<file path="config.mk">
export PLATFORM = sky130hd
export DESIGN_NAME = rx_cal_tx
export DESIGN_NICKNAME = d
export VERILOG_FILES = /design/src/rtl/rx_cal_tx_pkg.sv /design/src/rtl/rx_cal_tx_sb_valid_handshake.sv /design/src/rtl/rx_cal_tx.sv
export SDC_FILE = /design/constraint.sdc
export NUM_CORES = 1
export LEC_CHECK = 0
export CAP_MARGIN = 30
export CORE_UTILIZATION = 51
export CTS_CLUSTER_SIZE = 14
export DETAILED_ROUTE_END_ITERATION = 12
export PLACE_DENSITY_LB_ADDON = 0.1
export SYNTH_ARGS = -nofsm -noshare
export SYNTH_HDL_FRONTEND = slang
export SYNTH_SLANG_ARGS = --single-unit
</file>
<file path="constraint.sdc">
create_clock -name clk -period 2.45 [get_ports clk]
set_clock_uncertainty 0.2 [all_clocks]
set_input_delay 0.3675 -clock clk [delete_from_list [all_inputs] [get_ports clk]]
set_output_delay 0.3675 -clock clk [all_outputs]
set_load 0.02 [all_outputs]
</file>
<file path="src/rtl/rx_cal_tx_pkg.sv">
// Shared MBTRAIN definitions: step state encodings and sideband message codes.
package rx_cal_tx_pkg;

    typedef enum logic [2:0] {
        ST_IDLE            = 3'd0,
        ST_SEND_START_REQ  = 3'd1,
        ST_WAIT_START_RESP = 3'd2,
        ST_CAL_RUN         = 3'd3,
        ST_SEND_END_REQ    = 3'd4,
        ST_WAIT_END_RESP   = 3'd5,
        ST_TEST_FINISHED   = 3'd6,
        ST_TIMEOUT         = 3'd7
    } mbtrain_state_e;

    localparam logic [3:0] SB_NONE       = 4'b0000;
    localparam logic [3:0] SB_START_REQ  = 4'b0001;
    localparam logic [3:0] SB_START_RESP = 4'b0010;
    localparam logic [3:0] SB_END_REQ    = 4'b0011;
    localparam logic [3:0] SB_END_RESP   = 4'b0100;

    // States in which the timeout counter runs and i_en low aborts the step.
    function automatic logic is_active_state(input mbtrain_state_e s);
        return (s != ST_IDLE) && (s != ST_TEST_FINISHED) && (s != ST_TIMEOUT);
    endfunction

endpackage

</file>
<file path="src/rtl/rx_cal_tx_sb_valid_handshake.sv">
// Sideband transmit valid handshake shared by the initiator and responder
// halves: pending flag, valid register and falling-edge detect of the valid.
module sb_valid_handshake (
    input  logic clk,
    input  logic rst_n,
    input  logic clr,
    input  logic set,
    input  logic busy_negedge,
    input  logic valid_rx,
    output logic valid_tx,
    output logic valid_fall
);

    logic pending;
    logic valid_reg;

    // Pending flag: armed on entry to a send state, dropped once the sideband finishes.
    always_ff @(posedge clk or negedge rst_n) begin
        if (!rst_n) begin
            pending <= 1'b0;
        end else if (clr || busy_negedge) begin
            pending <= 1'b0;
        end else if (set) begin
            pending <= 1'b1;
        end
    end

    // Valid: raised while the responder is not driving the sideband; busy pulse wins over a same-cycle set.
    always_ff @(posedge clk or negedge rst_n) begin
        if (!rst_n) begin
            valid_tx <= 1'b0;
        end else if (clr || busy_negedge) begin
            valid_tx <= 1'b0;
        end else if ((pending || set) && !valid_rx) begin
            valid_tx <= 1'b1;
        end
    end

    // Delayed copy of the valid for falling-edge detection.
    always_ff @(posedge clk or negedge rst_n) begin
        if (!rst_n) begin
            valid_reg <= 1'b0;
        end else begin
            valid_reg <= valid_tx;
        end
    end

    assign valid_fall = valid_reg & ~valid_tx;

endmodule

</file>
<file path="src/rtl/rx_cal_tx.sv">
// MBTRAIN RX-clock-calibration initiator: start request/response, local PHY
// calibration, end request/response, with a timeout over the whole exchange.
//
// state              | meaning
// IDLE               | step not enabled, everything cleared
// SEND_START_REQ     | start request offered on the sideband
// WAIT_START_RESP    | waiting for partner start response (0010)
// CAL_RUN            | PHY RX calibration requested, waiting for done
// SEND_END_REQ       | end request offered on the sideband
// WAIT_END_RESP      | waiting for partner end response (0100)
// TEST_FINISHED      | step acknowledged to LTSM until i_en drops
// TIMEOUT            | exchange took too long, held until i_en drops
module rx_cal_tx
    import rx_cal_tx_pkg::*;
#(
    parameter int TIMEOUT_CYCLES = 800000,
    parameter int CNT_W          = 20
) (
    input  logic       clk,
    input  logic       rst_n,
    input  logic       i_en,
    input  logic [3:0] i_decoded_sideband_message,
    input  logic       i_busy_negedge_detected,
    input  logic       i_valid_rx,
    input  logic       i_cal_done,
    output logic [3:0] o_sideband_message,
    output logic       o_valid_tx,
    output logic       o_cal_en,
    output logic       o_test_ack,
    output logic       o_timeout
);

    localparam logic [CNT_W-1:0] CNT_LAST = CNT_W'(TIMEOUT_CYCLES - 1);
    localparam logic [CNT_W-1:0] CNT_MAX  = '1;

    mbtrain_state_e state_q, state_d;
    logic [CNT_W-1:0] cnt_q;
    logic [3:0] msg_d;
    logic cal_en_d, ack_d, timeout_d;
    logic hs_set, hs_clr, valid_fall;

    sb_valid_handshake u_hs (
        .clk          (clk),
        .rst_n        (rst_n),
        .clr          (hs_clr),
        .set          (hs_set),
        .busy_negedge (i_busy_negedge_detected),
        .valid_rx     (i_valid_rx),
        .valid_tx     (o_valid_tx),
        .valid_fall   (valid_fall)
    );

    // State register.
    always_ff @(posedge clk or negedge rst_n) begin
        if (!rst_n) begin
            state_q <= ST_IDLE;
        end else begin
            state_q <= state_d;
        end
    end

    // Next state: normal sequencing, then timeout, then abort on i_en low (highest priority).
    always_comb begin
        state_d = state_q;
        case (state_q)
            ST_IDLE:            if (i_en) state_d = ST_SEND_START_REQ;
            ST_SEND_START_REQ:  if (valid_fall) state_d = ST_WAIT_START_RESP;
            ST_WAIT_START_RESP: if (i_decoded_sideband_message == SB_START_RESP) state_d = ST_CAL_RUN;
            ST_CAL_RUN:         if (i_cal_done) state_d = ST_SEND_END_REQ;
            ST_SEND_END_REQ:    if (valid_fall) state_d = ST_WAIT_END_RESP;
            ST_WAIT_END_RESP:   if (i_decoded_sideband_message == SB_END_RESP) state_d = ST_TEST_FINISHED;
            ST_TEST_FINISHED:   if (!i_en) state_d = ST_IDLE;
            ST_TIMEOUT:         if (!i_en) state_d = ST_IDLE;
            default:            state_d = ST_IDLE;
        endcase
        if (is_active_state(state_q)) begin
            if (!i_en) begin
                state_d = ST_IDLE;
            end else if (cnt_q == CNT_LAST) begin
                state_d = ST_TIMEOUT;
            end
        end
    end

    // Output decode from the upcoming state; message only changes on a transition.
    always_comb begin
        msg_d = o_sideband_message;
        if (state_d != state_q) begin
            case (state_d)
                ST_SEND_START_REQ: msg_d = SB_START_REQ;
                ST_SEND_END_REQ:   msg_d = SB_END_REQ;
                ST_IDLE, ST_TEST_FINISHED, ST_TIMEOUT: msg_d = SB_NONE;
                default:           msg_d = o_sideband_message;
            endcase
        end
        cal_en_d  = (state_d == ST_CAL_RUN);
        ack_d     = (state_d == ST_TEST_FINISHED);
        timeout_d = (state_d == ST_TIMEOUT);
        hs_set    = (state_d != state_q) &&
                    ((state_d == ST_SEND_START_REQ) || (state_d == ST_SEND_END_REQ));
        hs_clr    = (state_d == ST_IDLE);
    end

    // Registered outputs, updated alongside the state.
    always_ff @(posedge clk or negedge rst_n) begin
        if (!rst_n) begin
            o_sideband_message <= SB_NONE;
            o_cal_en           <= 1'b0;
            o_test_ack         <= 1'b0;
            o_timeout          <= 1'b0;
        end else begin
            o_sideband_message <= msg_d;
            o_cal_en           <= cal_en_d;
            o_test_ack         <= ack_d;
            o_timeout          <= timeout_d;
        end
    end

    // Timeout counter spans the whole exchange; it is never restarted between phases.
    always_ff @(posedge clk or negedge rst_n) begin
        if (!rst_n) begin
            cnt_q <= '0;
        end else if (!is_active_state(state_q)) begin
            cnt_q <= '0;
        end else if (cnt_q != CNT_MAX) begin
            cnt_q <= cnt_q + 1'b1;
        end
    end

endmodule

</file>
==> impl_results.md, run 1 <==
* Status: finished, violations left
* Violated checks: negative setup slack
* Post-synth EDFFs at 0
* Ys async rst share at 1.000
* Post-DP HPWL at 3.013 mm
* CTS Root Cell: clkbuf_4
* CP Launch Type: input port
* Power Internal at 0.0008064 W
* Reg area at 777.0 sq um
* TritonCTS Buffers at 5
* Max IR drop VDD at 316.7 uV
* Largest net degree at the start of global routing at 32
* R2r startpoint: cnt_q[1]
* Final ANT Viol Nets at 0
* Htree depth at 2
* Synth Flop Type: dfrtp_1
* Placed Area at 2115 sq um
* Placed cells at 271
* Port bufs at 15
* Comb pwr share at 0.133
* Hold Vio Cnt, Final at 0
* Clk pin slew, worst setup/hold paths at 0.10 ns
* Routability cong. at 0.8899
* Routed WL per cell at 14.95 um
* Register share of total power at 0.494
* Sequential fraction of the synthesis area at 0.4369
* Synth Register Bits at 31
* Cts hold-fix bufs at 0
* P&R area growth vs syn at 28.96%
* Maximum fanout along the worst path at 3
* Clock sink count at 31
* Crit path kind: input port to register
* Setup crit end kind: register
* Die W at 61 um
* CTS Buffer Depth at 2
* CTS tree: yes
* # fillers at 299
* Initial antenna violation count at 0
* First-pass GRT wire length at 6.900 mm
* Number of global-route vias before repair at 1554
* Gr usage total at 0.2591
* Drt via density at 5.500
* Cells after synthesis at 196
* CP Data Arrival Time at 2.52 ns
* Proportion of layout cells with a drive suffix above 1 at 0.2437
* Global route overflow at 0
* Worst min path class: input port to asynchronous set/reset pin
* Clock Latency Late Sink at 0.33 ns
* Pre-antenna DRT Iters at 4
* Final Total Pwr at 0.001081 W
* Final WS setup at -0.05982 ns
* Max-cap violations at 0
* # IOs at 18
* Area of the core at 3337 sq um
* Clock power frac at 0.373
* Area occupied by multi-input gates at 975.9 sq um
* Worst EP required at 2.46 ns
* Final std cells w/o fill at 284
* Switching part of the total at 0.2541
* Synth area leaders: dfrtp_1, nor2_1, xnor2_1
* Final Hold Slack at 0.2266 ns
* Most frequent cells in the layout: nor2_1, dfrtp_1, buf_4, inv_1, xnor2_1
* Via count at 1562
* Fin crit share at 1.024
* Leading area contributor after synthesis: dfrtp_1
* 1st-iter DRT viols at 80
* Reg2reg end: u_hs.valid_tx
* Chip height at 61 um
* Yosys cell types at 52
* Worst slack, placed at -0.4849 ns
* Setup repair after global routing missed its margin: yes
* Pleak at 0.9710 nW
* Core Rows at 21
* Largest Register: cnt_q
* Total number of yosys warnings at 0
* Finished layout cell area at 2290 sq um
* Max Slew Vio Count at 0
* Antenna diodes at 0
* DRC at 0
* Power density over cell area at 472.2 nW/um^2
* Area share of the largest cell type after synthesis at 0.4369
* Largest regs: cnt_q (20), state_q (3), o_sideband_message (2)
* Mapped Area at 1775 sq um
* Starting Density at 0.5321
* P_sw at 0.0002747 W
* Total Die Area at 3721 sq um
* Depth of the most critical reg-to-reg path at 11
* Avg Inst Size Synth at 9.058 sq um
* Total Routed Length at 4.245 mm
* Nets@finish at 248
* R2R setup slack at 0.03 ns
* Fmax at 0.3984 GHz
* Crit path time final at 2.510 ns
* Final setup fails at 1
* Max reg flops at 20
[through the flow]
step | utilization | TNS, ns
2_1_floorplan | - | 0
3_3_place_gp | 0.6337 | -1.687
3_5_place_dp | 0.6337 | -2.328
4_1_cts | 0.6689 | 0
5_1_grt | 0.6862 | -0.2147
6_report | 0.6862 | -0.05982
[cells by family (layout without fill, tap and decap cells)]
group | after synthesis | count (layout) | synth area share
other cells | 1 | 2 | 0.002112
xor+xnor | 16 | 16 | 0.07893
compound gates | 36 | 36 | 0.1452
flops | 31 | 31 | 0.4369
buf+inv | 20 | 61 | 0.04932
mux | 1 | 1 | 0.005638
simple gates | 90 | 90 | 0.2749
fa+ha+maj | 1 | 1 | 0.007046
[power by group through the flow]
stage	Clock, W	Combinational [W]	Sequential, W
CTS	0.000410	0.000135	0.000534
global route	0.000434	0.000158	0.000536
floorplan	0	0.0000616	0.000547
finish	0.000403	0.000144	0.000534
global placement	0	0.000128	0.000543
detailed placement	0	0.000133	0.000544
[critical path, stage by stage]
cell           delay (ns)
dlygate4sd2_1        0.25
or4b_4               0.55
a21boi_0             0.23
a2bb2oi_1            0.38
o21ai_2              0.14
inv_1                0.12
nor4_2               0.05
buf_4                0.15
a211oi_2             0.23
a2111oi_2            0.05
[metal layers]
layer  vias up  wire length [um]  global-route usage
met5         -                 0                   0
met4         0                79             0.09091
met3         8               132             0.06183
met2        30              1963              0.4035
met1       755              2070              0.3534
li1        769                 -                   -
[cell usage after synthesis (2+ instances only)]
cell type,instances
dfrtp_1,31
or3_1,4
nor4_1,4
nand3_1,11
a21oi_1,7
a31oi_1,3
nor3b_1,5
nand4_1,3
buf_2,3
inv_1,12
nor3_1,5
o21ai_2,2
and4_1,2
nor2_1,30
nand2_1,11
xor2_1,4
clkbuf_1,2
buf_4,2
xnor2_1,12
o211ai_1,2
o21ai_0,10
[repair_timing]
item	CTS	global route
pin swaps	7	5
buffers inserted	4	1
setup endpoints to repair	4	6
endpoints found under the hold margin	0	0
resized for setup	8	10
[area by class of cell]
| cell class | count | share of cell area |
|---|---|---|
| flip-flops and latches | 31 | 0.3393 |
| clock inverters | 3 | 0.01913 |
| repair buffers | 41 | 0.1541 |
| inverters | 12 | 0.01967 |
| multi-input cells | 146 | 0.4262 |
| clock buffers | 5 | 0.01639 |
| well taps | 46 | 0.02514 |
[worst max-delay path by stage]
stage | start | end | slack [ns]
floorplan | i_decoded_sideband_message[1] | u_hs.valid_tx | 0.06
global placement | i_decoded_sideband_message[1] | u_hs.valid_tx | -0.41
detailed placement | i_decoded_sideband_message[0] | u_hs.valid_tx | -0.48
CTS | state_q[2] | u_hs.valid_tx | 0.02
global route | cnt_q[3] | o_sideband_message[1] | -0.09
finish | i_decoded_sideband_message[3] | u_hs.valid_tx | -0.06
No activity file was read; power rests on OpenSTA's default activity.
==> inputs of run 2 (changes only) <==
--- a/config.mk
+++ b/config.mk
@@ -6,10 +6,12 @@
 export NUM_CORES = 1
 export LEC_CHECK = 0
 export CAP_MARGIN = 30
-export CORE_UTILIZATION = 51
+export CORE_UTILIZATION = 50
 export CTS_CLUSTER_SIZE = 14
 export DETAILED_ROUTE_END_ITERATION = 12
 export PLACE_DENSITY_LB_ADDON = 0.1
+export SKIP_LAST_GASP = 1
 export SYNTH_ARGS = -nofsm -noshare
 export SYNTH_HDL_FRONTEND = slang
+export SYNTH_HIERARCHICAL = 1
 export SYNTH_SLANG_ARGS = --single-unit
==> impl_results.md, run 2 <==
* Worst min path class: input port to asynchronous set/reset pin
* Final WS setup at -0.1197 ns
* Largest net degree at the start of global routing at 32
* CTS Buffer Depth at 2
* Clock Latency Late Sink at 0.33 ns
* Setup crit end kind: register
* Area share of the largest cell type after synthesis at 0.4444
* Drt via density at 5.505
* Synth area leaders: dfrtp_1, nor2_1, xor2_1
* First-pass GRT wire length at 6.789 mm
* Pleak at 1.035 nW
* R2R setup slack at -0.12 ns
* Crit. Startpoint: state_q[2]
* 1st-iter DRT viols at 66
* Chip height at 61.09 um
* Die W at 61.09 um
* Fin crit share at 1.049
* Post-synth EDFFs at 0
* Max Slew Vio Count at 0
* Final std cells w/o fill at 291
* Via count at 1602
* Final Total Pwr at 0.001953 W
* Synth Register Bits at 31
* Ys async rst share at 1.000
* Crit path time final at 2.570 ns
* Reg2reg end: u_hs/valid_tx
* Yosys cell types at 48
* Sequential fraction of the synthesis area at 0.4444
* Max-cap violations at 0
* Core Rows at 21
* Maximum fanout along the worst path at 6
* TritonCTS Buffers at 5
* Total number of yosys warnings at 6
* Avg Inst Size Synth at 9.334 sq um
* Most frequent cells in the layout: buf_4, nor2_1, dfrtp_1, nand2_1
* DRC at 0
* Slowest stage delay, CP at 0.52 ns
* Total Die Area at 3731 sq um
* Area of the core at 3337 sq um
* Total Routed Length at 4.176 mm
* CTS tree: yes
* Synth Flop Type: dfrtp_1
* Clk pin slew, worst setup/hold paths at 0.09 ns
* Cells after synthesis at 187
* Crit path kind: register to register
* Global route overflow at 0
* Routed WL per cell at 14.35 um
* Mapped Area at 1745 sq um
* Final setup fails at 4
* Post-DP HPWL at 2.945 mm
* CTS Root Cell: clkbuf_4
* Top cells by count, synth: nor2_1, dfrtp_1, nand2_1
* Htree depth at 2
* Commonest non-fill, non-tap cell in the layout: buf_4
* Worst-path cell chain: or4_1, o31ai_2, a311oi_2, nor3b_4, mux2i_2, a211oi_2, nor3_1, a2111oi_2
* Most frequent cell after synthesis: nor2_1
* Worst Tran Pin Value at 0.5592 ns
* Antenna diodes at 0
* Critical Path Slowest Stage Cell: or4_1
* Largest regs: cnt_q (20), state_q (3), o_sideband_message (2)
* Max IR drop VDD at 522.5 uV
* Leading area contributor after synthesis: dfrtp_1
* Initial antenna violation count at 0
* Final ANT Viol Nets at 0
* CP Data Arrival Time at 2.59 ns
* Worst EP required at 2.47 ns
* Depth of the most critical reg-to-reg path at 8
* Violated checks: negative setup slack
* Worst slack, placed at -0.5385 ns
* Routability cong. at 0.9201
* P&R area growth vs syn at 34.55%
* Proportion of layout cells with a drive suffix above 1 at 0.2857
* Largest Register: cnt_q
* Status: finished, violations left
* CP Launch Type: register
* Pre-antenna DRT Iters at 4
* Placed cells at 278
* Cts hold-fix bufs at 0
* Starting Density at 0.5231
* Nets@finish at 255
* Power density over cell area at 831.7 nW/um^2
* # IOs at 18
* # fillers at 276
* Setup repair after global routing missed its margin: yes
* Slew HR at 0.6244
* Port bufs at 15
* Setup_tns at -0.2634 ns
* R2r startpoint: state_q[2]
* Max reg flops at 20
* Fmax at 0.3891 GHz
* Hold Vio Cnt, Final at 0
* Gr usage total at 0.2519
* Clock sink count at 31
* Number of global-route vias before repair at 1569
## run 2: cell count changes in the layout (fill, tap and decap cells not counted), sizes merged, moves of 3 or more
cell / previous run / this run
nand3: 11 / 8
nor3b: 5 / 1
nand4: 3 / 6
o21ai: 12 / 6
xnor2: 12 / 3
xor2: 4 / 12
buf: 26 / 42
nor2: 30 / 33
inv: 12 / 6
nor2b: 1 / 4
## run 2: final cells by class
class / instances / area [sq um] / share of cell area
Timing Repair Buffer: 57 / 469.2 / 0.1998
Clock buffer: 7 / 45.04 / 0.01918
Multi-Input combinational cell: 143 / 970.9 / 0.4134
Tap cell: 46 / 57.56 / 0.02451
Clock inverter: 1 / 5.005 / 0.002131
Sequential cell: 31 / 778.2 / 0.3314
Inverter: 6 / 22.52 / 0.009590
## run 2: worst max path at each step
stage | end | slack (ns) | depth (start not counted)
final | u_hs/valid_tx | -0.12 | 8
after global routing | u_hs/valid_tx | -0.24 | 9
after CTS | u_hs/valid_tx | -0.08 | 8
after detailed placement | u_hs/valid_tx | -0.54 | 9
after global placement | u_hs/valid_tx | -0.43 | 9
after floorplan | u_hs/valid_tx | 0.02 | 8
## run 2: repair_timing
action | in CTS | in global routing
resized for setup | 12 | 6
buffers inserted | 2 | 4
setup endpoints to repair | 4 | 9
pin swaps | 7 | 6
gates cloned | 0 | 0
hold endpoints to repair | 0 | 0
## run 2: kinds of logic after synthesis
group | count (synthesis) | share of synthesized area
buffers and inverters | 14 | 0.04014
flip-flops | 31 | 0.4444
multiplexers | 3 | 0.01720
AO/OA/AOI/OAI | 31 | 0.1355
other | 1 | 0.002148
XOR/XNOR | 15 | 0.07527
AND/OR/NAND/NOR | 91 | 0.2781
adder cells (fa/ha/maj) | 1 | 0.007167
## run 2: stage by stage
| stage | cell area, sq um | utilization | hold slack [ns] |
|---|---|---|---|
| 6_report | 2349 | 0.7038 | 0.2179 |
| 5_1_grt | 2349 | 0.7038 | 0.2544 |
| 4_1_cts | 2293 | 0.6873 | 0.2149 |
| 3_5_place_dp | 2193 | 0.6573 | 0.2650 |
| 3_3_place_gp | 2193 | 0.6573 | 0.2813 |
| 2_1_floorplan | 1755 | - | -0.1281 |
## run 2: report_power, final
part	internal (W)	switching [W]	total, W
Combinational	0.000512	0.000541	0.00105
Clock	0.000112	0.000170	0.000281
Sequential	0.000576	0.0000434	0.000620
## run 2: layer usage
layer  track usage  wire (um)  up-vias
met2        0.4472       2171       35
li1              -          -      782
met1        0.2936       1788      777
met3       0.05882        141        8
met5             0          0        -
met4        0.1006         74        0
## run 2: critical path, delay by kind of cell, from the launching register on
kind / cells / cell delay (ns)
and+or+nand+nor: 3 / 0.81
AOI/OAI and AO/OA: 4 / 0.82
muxes: 1 / 0.18
DFF: 1 / 0.46
